**config.mk**
```make
export PLATFORM = sky130hd
export DESIGN_NAME = urv_dbg_mbx_host
export DESIGN_NICKNAME = d
export VERILOG_FILES = /design/src/rtl/urv_dbg_mbx_host.sv
export SDC_FILE = /design/constraint.sdc
export NUM_CORES = 1
export LEC_CHECK = 0
export BUFFER_PORTS_ARGS = -buffer_cell sky130_fd_sc_hd__clkbuf_2
export CAP_MARGIN = 20
export CORE_UTILIZATION = 49
export DETAILED_ROUTE_END_ITERATION = 10
export GPL_ROUTABILITY_DRIVEN = 0
export GPL_TIMING_DRIVEN = 0
export PLACE_DENSITY = 0.77
export SYNTH_ARGS = -nofsm -noshare
export SYNTH_HDL_FRONTEND = slang
export SYNTH_SLANG_ARGS = --single-unit
```
**constraint.sdc**
```tcl
create_clock -name clk_i -period 2.4 [get_ports clk_i]
set_clock_uncertainty 0.15 [all_clocks]
set_input_delay 0.12 -clock clk_i [delete_from_list [all_inputs] [get_ports clk_i]]
set_output_delay 0.12 -clock clk_i [all_outputs]
set_load 0.03 [all_outputs]
```
**src/rtl/urv_dbg_mbx_host.sv**
```systemverilog
// rtl/urv_dbg_mbx_host.sv - host-side debug mailbox bridge with core->host response FIFO
//
// Purpose: forwards one host word at a time into the core's inbound mailbox,
// then waits for the core's outbound word. Outbound words are captured into a
// small FIFO at any time, including unsolicited ones arriving while idle.
// Optional feature: define URV_DBG_MBX_TIMEOUT_EN to abort a WAIT that lasts
// TIMEOUT_CYCLES cycles and raise the sticky h_err_timeout_o flag.
//
// Ports:
//   clk_i, rst_n_i                        clock, asynchronous active-low reset
//   h_wr_data_i/h_wr_valid_i/h_wr_ready_o host word towards the core
//   h_rd_data_o/h_rd_valid_o/h_rd_ready_i FIFO head towards the host
//   h_busy_o                              transaction in progress
//   h_err_timeout_o, h_err_clr_i          sticky timeout flag and its clear
//   dbg_mbxi_data_o/dbg_mbxi_valid_o      inbound mailbox word and load strobe
//   dbg_mbxo_data_i/dbg_mbxo_valid_i      outbound mailbox word and pending flag
//   dbg_mbxo_read_o                       outbound consume strobe
module urv_dbg_mbx_host #(
   parameter int TIMEOUT_CYCLES = 1024,
   parameter int RD_FIFO_LOG2   = 2
) (
   input  logic        clk_i,
   input  logic        rst_n_i,
   input  logic [31:0] h_wr_data_i,
   input  logic        h_wr_valid_i,
   output logic        h_wr_ready_o,
   output logic [31:0] h_rd_data_o,
   output logic        h_rd_valid_o,
   input  logic        h_rd_ready_i,
   output logic        h_busy_o,
   output logic        h_err_timeout_o,
   input  logic        h_err_clr_i,
   output logic [31:0] dbg_mbxi_data_o,
   output logic        dbg_mbxi_valid_o,
   input  logic [31:0] dbg_mbxo_data_i,
   input  logic        dbg_mbxo_valid_i,
   output logic        dbg_mbxo_read_o
);

   localparam int DEPTH = 1 << RD_FIFO_LOG2;

   typedef enum logic [1:0] {
      IDLE = 2'd0,
      SEND = 2'd1,
      WAIT = 2'd2
   } state_t;

   state_t                  state;
   state_t                  state_nx;
   logic [31:0]             fifo_mem [DEPTH];
   logic [RD_FIFO_LOG2-1:0] wr_ptr;
   logic [RD_FIFO_LOG2-1:0] rd_ptr;
   logic [RD_FIFO_LOG2:0]   count;
   logic                    holdoff;
   logic                    empty;
   logic                    full;
   logic                    push;
   logic                    pop;
   logic                    accept;
   logic [31:0]             mbxi_data;

   assign empty = (count == '0);
   // count never exceeds DEPTH, so its top bit alone marks the full condition
   assign full  = count[RD_FIFO_LOG2];
   assign pop   = ~empty & h_rd_ready_i;

   // The core clears its valid one cycle after our strobe, so the cycle that
   // follows a strobe must not sample dbg_mbxo_valid_i again. holdoff also
   // resets high, which keeps the strobe quiet during and right after reset.
   // A full FIFO still accepts when the head is being popped in the same cycle.
   assign push            = dbg_mbxo_valid_i & ~holdoff & (~full | pop);
   assign dbg_mbxo_read_o = push;

   assign accept           = h_wr_valid_i & (state == IDLE);
   // Gated by reset so every output reads 0 while reset is held
   assign h_wr_ready_o     = (state == IDLE) & rst_n_i;
   assign h_busy_o         = (state != IDLE);
   assign dbg_mbxi_valid_o = (state == SEND);
   assign dbg_mbxi_data_o  = mbxi_data;
   assign h_rd_valid_o     = ~empty;
   assign h_rd_data_o      = empty ? 32'h0 : fifo_mem[rd_ptr];

`ifdef URV_DBG_MBX_TIMEOUT_EN
   localparam int CNT_W = (TIMEOUT_CYCLES > 2) ? $clog2(TIMEOUT_CYCLES) : 1;

   logic [CNT_W-1:0] wait_cnt;
   logic             timeout_hit;
   logic             err_flag;

   always_ff @(posedge clk_i or negedge rst_n_i) begin
      if (!rst_n_i) begin
         wait_cnt <= '0;
         err_flag <= 1'b0;
      end else begin
         // Cleared during SEND so the first WAIT cycle sees zero
         if (state == SEND) begin
            wait_cnt <= '0;
         end else if (state == WAIT) begin
            wait_cnt <= wait_cnt + 1'b1;
         end
         if (timeout_hit) begin
            err_flag <= 1'b1;
         end else if (h_err_clr_i) begin
            err_flag <= 1'b0;
         end
      end
   end

   assign h_err_timeout_o = err_flag;
`else
   logic unused_err_clr;
   assign unused_err_clr  = h_err_clr_i;
   assign h_err_timeout_o = 1'b0;
`endif

   always_ff @(posedge clk_i or negedge rst_n_i) begin
      if (!rst_n_i) begin
         state <= IDLE;
      end else begin
         state <= state_nx;
      end
   end

   always_comb begin
      state_nx = state;
`ifdef URV_DBG_MBX_TIMEOUT_EN
      timeout_hit = 1'b0;
`endif
      case (state)
         IDLE: begin
            if (accept) begin
               state_nx = SEND;
            end
         end
         SEND: begin
            state_nx = WAIT;
         end
         WAIT: begin
            // A capture on the final cycle counts as the response, not a timeout
            if (push) begin
               state_nx = IDLE;
            end
`ifdef URV_DBG_MBX_TIMEOUT_EN
            else if (wait_cnt == CNT_W'(TIMEOUT_CYCLES - 1)) begin
               state_nx    = IDLE;
               timeout_hit = 1'b1;
            end
`endif
         end
         default: begin
            state_nx = IDLE;
         end
      endcase
   end

   always_ff @(posedge clk_i or negedge rst_n_i) begin
      if (!rst_n_i) begin
         mbxi_data <= 32'h0;
         holdoff   <= 1'b1;
         wr_ptr    <= '0;
         rd_ptr    <= '0;
         count     <= '0;
      end else begin
         holdoff <= push;
         if (accept) begin
            mbxi_data <= h_wr_data_i;
         end
         if (push) begin
            wr_ptr <= wr_ptr + 1'b1;
         end
         if (pop) begin
            rd_ptr <= rd_ptr + 1'b1;
         end
         case ({push, pop})
            2'b10:   count <= count + 1'b1;
            2'b01:   count <= count - 1'b1;
            default: count <= count;
         endcase
      end
   end

   // Storage carries no reset; occupancy alone decides what is visible
   always_ff @(posedge clk_i) begin
      if (push) begin
         fifo_mem[wr_ptr] <= dbg_mbxo_data_i;
      end
   end

endmodule

```
==> flow_metrics.env, run 1 <==
export IMPL_crit_fanout=32
export IMPL_ff_latch_area_um2=4896
export IMPL_yosys_area_share_adder_pct=1.245
export IMPL_htree_levels=4
export IMPL_yosysMostFrequentCell="edfxtp_1"
export IMPL_postRouteAntennaNets=0
export IMPL_drc_errors=0
export IMPL_yosys_warnings=0
export IMPL_synth_simple_gate_area_share_pct=4.507
export IMPL_cp_arrival_ns=2.22
export IMPL_cts_tree="yes"
export IMPL_design_area_um2=8934
export IMPL_hold_viol_final=0
export IMPL_cp_end_kind="flip-flop"
export IMPL_synth_cell_types=29
export IMPL_ir_worst_vdd_mv=0.9276
export IMPL_grt_busiest_layer="met2"
export IMPL_rr_endpoint="fifo_mem[1][16]"
export IMPL_critPathRequiredTime_ns=2.29
export IMPL_vias_per_cell=4.947
export IMPL_rsz0062_at_grt="true"
export IMPL_drt_wl_total_um=12500
export IMPL_instances_no_fill=735
export IMPL_numPlacedInstances=634
export IMPL_setup_violations=0
export IMPL_dp_hpwl_um=7344
export IMPL_gr_usage_met2_pct=32.17
export IMPL_status="finished, final reports clean"
export IMPL_crit_buf_inv=0
export IMPL_slowest_stage="and2_2"
export IMPL_grt_pass1_vias=3896
export IMPL_critPathKind="flip-flop to flip-flop"
export IMPL_postPlaceCellArea_um2=7546
export IMPL_drtIter0Drc=210
export IMPL_final_nets=622
export IMPL_path_clk_slew_ns=0.06
export IMPL_yosysSeqAreaShare_pct=73.79
export IMPL_areaGrowthSynthToFinish_pct=34.64
export IMPL_fin_util_pct=67.46
export IMPL_synth_compound_gate_area_share_pct=0.1131
export IMPL_worst_slack_ns=0.06755
export IMPL_use_met3_pct=5.357
export IMPL_chipHeight_um=118.4
export IMPL_dominantRegCellSynth="edfxtp_1"
export IMPL_reg2reg_from="count[2]"
export IMPL_r2r_setup_slack_ns=0.07
export IMPL_drv_slew=0
export IMPL_fmaxAchievable_mhz=428.7
export IMPL_muxShareOfSynthArea_pct=16.84
export IMPL_hold_end="fifo_mem[3][14]"
export IMPL_die_w_um=118.4
export IMPL_hold_ws_ns=0.3111
export IMPL_synth_top_cells_by_count="128 x edfxtp_1, 41 x dfrtp_1, 37 x and2_1"
export IMPL_placementRows=42
export IMPL_synthCells=321
export IMPL_clockBufferDepth=2
export IMPL_synthTopCellsByArea="edfxtp_1 58%, dfrtp_1 15%, mux4_2 9.5%, mux2_2 5.3%, and2_1 3.5%"
export IMPL_drive_gt1_share_pct=44.19
export IMPL_port_buffers=137
export IMPL_synth_enable_flop_cells=128
export IMPL_worst_pin_slew_ns=0.9176
export IMPL_drt_pass1_iter_count=4
export IMPL_maxCapViolations=0
export IMPL_multiInputGateArea_um2=1574
export IMPL_fill_cells=888
export IMPL_hold_path_class="input port to flip-flop"
export IMPL_synthArstFlopShare_pct=24.71
export IMPL_core_um2=13240
export IMPL_track_usage_pct=19.28
export IMPL_clock_root_buffer="clkbuf_16"
export IMPL_dpl_worst_slack_ns=-0.1142
export IMPL_clk_latency_ns=0.42
export IMPL_initial_core_util_pct=50.10
export IMPL_grt_overflow=0
export IMPL_ys_ff_latch=170
export IMPL_slew_headroom_pct=38.83
export IMPL_diodes=0
export IMPL_grtUsageMet1_pct=23.25
export IMPL_grt_max_degree=44
export IMPL_ios=140
export IMPL_hold_depth=2
export IMPL_syn_nets=397
export IMPL_crit_family="simple AND/OR/NAND/NOR gates"
export IMPL_leakage_nw=3.497
export IMPL_avgSynthCellArea_um2=20.67
export IMPL_yosysTopAreaCell="edfxtp_1"
export IMPL_synth_top_family_by_area="multiplexers"
export IMPL_syn_cell_area_um2=6635
export IMPL_cp_slowest_stage_delay_ns=0.83
export IMPL_start_kind="flip-flop"
export IMPL_wl_per_cell_um=17.01
export IMPL_grt_pass1_wl_um=19890
export IMPL_power_density_nw_per_um2=1324
export IMPL_synthXorXnorAreaFrac_pct=0.7920
export IMPL_post_route_period_util_pct=97.19
export IMPL_clkSinkCount=170
export IMPL_crit_chain="nor2b_1, nor3b_4, and2_2"
export IMPL_fin_crit_ns=2.332
export IMPL_reg2regPathDepth=3
export IMPL_fp_dieArea_um2=14010
export IMPL_synth_top_area_share_pct=57.93
export IMPL_worstHoldStart="dbg_mbxo_data_i[14]"
export IMPL_route_vias_total=3636
export IMPL_antenna_found_initial=0
export IMPL_numCtsBuffers=17
## worst max path at each step
| stage | from | end | slack [ns] | cells past startpoint |
|---|---|---|---|---|
| after CTS | count[2] | fifo_mem[1][16] | -0.13 | 3 |
| after detailed placement | count[2] | fifo_mem[3][16] | -0.11 | 3 |
| after global routing | count[2] | fifo_mem[0][0] | -0.11 | 3 |
| after global placement | count[2] | fifo_mem[0][16] | -0.10 | 3 |
| after floorplan | count[2] | count[2] | 0.05 | 9 |
| final | count[2] | fifo_mem[1][16] | 0.07 | 3 |
## cell families (layout without fill, tap and decap cells)
family | after synthesis | after routing
AO/OA/AOI/OAI | 1 | 1
XOR/XNOR | 6 | 6
adder cells (fa/ha/maj) | 6 | 6
buffers and inverters | 24 | 262
flip-flops | 170 | 170
multiplexers | 66 | 66
other | 1 | 1
AND/OR/NAND/NOR | 47 | 47
## cell usage in the layout (no fill, tap or decap), drive strengths merged, types with 2 or more instances in the layout
cell         instances
inv                 10
mux4                32
dfrtp               41
xor2                 3
mux2                33
edfxtp             128
clkbuf             159
and2                37
clkinv               2
nor2b                2
clkinvlp             4
buf                 12
xnor2                3
ha                   5
bufinv               6
nor2                 3
dlygate4sd3         69
## area by class of cell
| type | count | area share (%) |
|---|---|---|
| buffer | 15 | 1.625 |
| clock buffer | 18 | 4.804 |
| clock inverter | 14 | 2.717 |
| inverter | 8 | 0.3361 |
| multi-input combinational | 127 | 17.62 |
| sequential | 170 | 54.80 |
| tap | 176 | 2.465 |
| timing repair buffer | 207 | 15.63 |
## where the power goes
group	total (mW)	switching (mW)	internal (mW)
logic	4.64	2.81	1.83
clock network	3.06	1.10	1.96
registers	4.13	0.270	3.86
## routing by layer
layer  share of wire, %  up-vias
li1                   -     1678
met1                 41     1791
met2                 50      144
met3                6.1       23
met4                2.1        0
met5                  0        -
## metrics by stage
stage | TNS [ns] | power (mW)
6_report | 0 | 11.83
5_1_grt | -12.27 | 12.36
4_1_cts | -14.69 | 11.91
3_5_place_dp | -13.82 | 8.760
3_3_place_gp | -11.51 | 8.651
2_1_floorplan | 0 | 7.496
## registers in the layout (all words and copies together) (netlist names)
name and count:
dbg_mbxi_data_o 32, wr_ptr 2, state 2, rd_ptr 2
count 3, holdoff 1, fifo_mem 128
## repair_timing
| action | 4_1_cts | 5_1_grt |
|---|---|---|
| endpoints found under the hold margin | 206 | 6 |
| hold buffers | 68 | 1 |
| setup endpoints to repair | 128 | 159 |
| setup buffers | 0 | 0 |
| resized for setup | 0 | 5 |
(Power assumes the default switching activity.)
==> run 2: changes to the inputs <==
--- a/config.mk
+++ b/config.mk
@@ -7,11 +7,11 @@
 export LEC_CHECK = 0
 export BUFFER_PORTS_ARGS = -buffer_cell sky130_fd_sc_hd__clkbuf_2
 export CAP_MARGIN = 20
-export CORE_UTILIZATION = 49
+export CORE_UTILIZATION = 54
 export DETAILED_ROUTE_END_ITERATION = 10
 export GPL_ROUTABILITY_DRIVEN = 0
 export GPL_TIMING_DRIVEN = 0
-export PLACE_DENSITY = 0.77
+export PLACE_DENSITY = 0.8
 export SYNTH_ARGS = -nofsm -noshare
 export SYNTH_HDL_FRONTEND = slang
 export SYNTH_SLANG_ARGS = --single-unit
==> constraint.sdc (replaced) <==
create_clock -name clk_i -period 2.2 [get_ports clk_i]
set_clock_uncertainty 0.15 [all_clocks]
set_input_delay 0.11 -clock clk_i [delete_from_list [all_inputs] [get_ports clk_i]]
set_output_delay 0.11 -clock clk_i [all_outputs]
set_load 0.03 [all_outputs]
==> flow_metrics.env, run 2 (synthesis gave the netlist of run 1 again) <==
export IMPL_vias_per_cell=5.230
export IMPL_track_usage_pct=21.78
export IMPL_fmaxAchievable_mhz=451.8
export IMPL_grt_overflow=0
export IMPL_cp_end_kind="output pin"
export IMPL_hold_viol_final=0
export IMPL_post_route_period_util_pct=100.6
export IMPL_numCtsBuffers=17
export IMPL_placementRows=40
export IMPL_fp_dieArea_um2=12730
export IMPL_fin_util_pct=75.40
export IMPL_failed_checks="negative setup slack"
export IMPL_final_nets=634
export IMPL_core_um2=12010
export IMPL_layout_commonest_cell="edfxtp_1"
export IMPL_slew_headroom_pct=38.57
export IMPL_crit_fanout=5
export IMPL_setup_violations=8
export IMPL_maxCapViolations=0
export IMPL_path_clk_slew_ns=0.06
export IMPL_status="complete, but fails checks"
export IMPL_setup_tns_final_ns=-0.05225
export IMPL_areaGrowthSynthToFinish_pct=36.49
export IMPL_drc_errors=0
export IMPL_critPathRequiredTime_ns=1.94
export IMPL_port_buffers=137
export IMPL_instances_no_fill=718
export IMPL_clock_root_buffer="clkbuf_16"
export IMPL_htree_levels=4
export IMPL_grt_max_degree=44
export IMPL_leakage_nw=3.593
export IMPL_ios=140
export IMPL_drt_pass1_iter_count=4
export IMPL_drt_wl_total_um=13270
export IMPL_route_vias_total=3755
export IMPL_ir_worst_vdd_mv=1.006
export IMPL_clk_latency_ns=0.42
export IMPL_dp_hpwl_um=7313
export IMPL_drive_gt1_share_pct=47.46
export IMPL_diodes=0
export IMPL_cts_tree="yes"
export IMPL_antenna_found_initial=0
export IMPL_wl_per_cell_um=18.48
export IMPL_power_density_nw_per_um2=1438
export IMPL_rsz0062_at_grt="true"
export IMPL_start_kind="flip-flop"
export IMPL_cp_arrival_ns=1.95
export IMPL_worst_pin_slew_ns=0.9215
export IMPL_dpl_worst_slack_ns=-0.1375
export IMPL_grt_pass1_vias=3995
export IMPL_worst_slack_ns=-0.01330
export IMPL_hold_path_class="input port to async pin"
export IMPL_final_cell_mix="128 x edfxtp_1, 109 x clkbuf_2, 70 x dlygate4sd3_1, 40 x dfrtp_1, 31 x mux2_2"
export IMPL_die_w_um=112.8
export IMPL_initial_core_util_pct=55.24
export IMPL_clkSinkCount=170
export IMPL_p_total_mw=13.03
export IMPL_clockBufferDepth=2
export IMPL_numPlacedInstances=605
export IMPL_drtIter0Drc=232
export IMPL_grt_pass1_wl_um=20090
export IMPL_postRouteAntennaNets=0
export IMPL_critPathKind="flip-flop to output pin"
export IMPL_regMostFlops="fifo_mem"
export IMPL_drv_slew=0
export IMPL_chipHeight_um=112.8
export IMPL_largest_reg_flops=128
export IMPL_fin_crit_ns=2.213
==> run 2: worst paths after layout <==
path / startpoint / end / slack, ns / depth (start not counted)
setup / recovery: rd_ptr[0] / h_rd_data_o[31] / -0.01 / 5
hold / removal: rst_n_i / holdoff / 0.10 / 2
setup reg to reg: count[2] / fifo_mem[1][18] / 0.02 / 3
hold reg to reg: dbg_mbxi_data_o[24] / dbg_mbxi_data_o[24] / 0.35 / 1
max in group asynchronous: rst_n_i / wr_ptr[1] / 0.89 / 3
min in group clk_i: dbg_mbxo_data_i[9] / fifo_mem[2][9] / 0.30 / 2
==> run 2: report_power, final <==
| part | total [mW] | internal, mW | switching [mW] |
|---|---|---|---|
| Sequential | 4.53 | 4.22 | 0.318 |
| Clock | 2.81 | 1.65 | 1.16 |
| Combinational | 5.68 | 2.51 | 3.17 |
==> run 2: layout make-up <==
class	count	area (µm²)
Clock buffer	17	425.4
Buffer	15	163.9
Sequential cell	170	4897
Clock inverter	15	132.6
Inverter	8	30.03
Tap cell	147	183.9
Timing Repair Buffer	218	1608
Multi-Input combinational cell	128	1615
Fill cell	708	2955
==> run 2: per-layer routing <==
| metal | global-route usage, % | up-vias | wire [µm] |
|---|---|---|---|
| li1 | - | 1712 | - |
| met1 | 25.55 | 1879 | 5316 |
| met2 | 36.71 | 138 | 6919 |
| met3 | 6.963 | 26 | 755 |
| met4 | 10.31 | 0 | 276 |
| met5 | 0 | - | 0 |
==> run 2: what timing repair did <==
item                                    4_1_cts  5_1_grt
endpoints found under the setup margin      160      159
gates cloned                                  0        5
pin swaps                                     0        2
gates resized for setup                       7       75
endpoints found under the hold margin       207       42
hold buffers                                 68        2
setup buffers                                 0        6
==> run 2: critical path, stage by stage (launching register included) <==
cell and delay (ns):
dfrtp_2 0.41, buf_12 0.14, buf_4 0.11, mux4_1 0.51, and2_1 0.18, buf_2 0.18
==> run 2: through the flow <==
stage          area, µm²  hold slack [ns]
5_1_grt             9056          0.08419
4_1_cts             8763          -0.2735
2_1_floorplan       6646          -0.3356
3_3_place_gp        7516           0.1729
3_5_place_dp        7516           0.1802
6_report            9056           0.1009
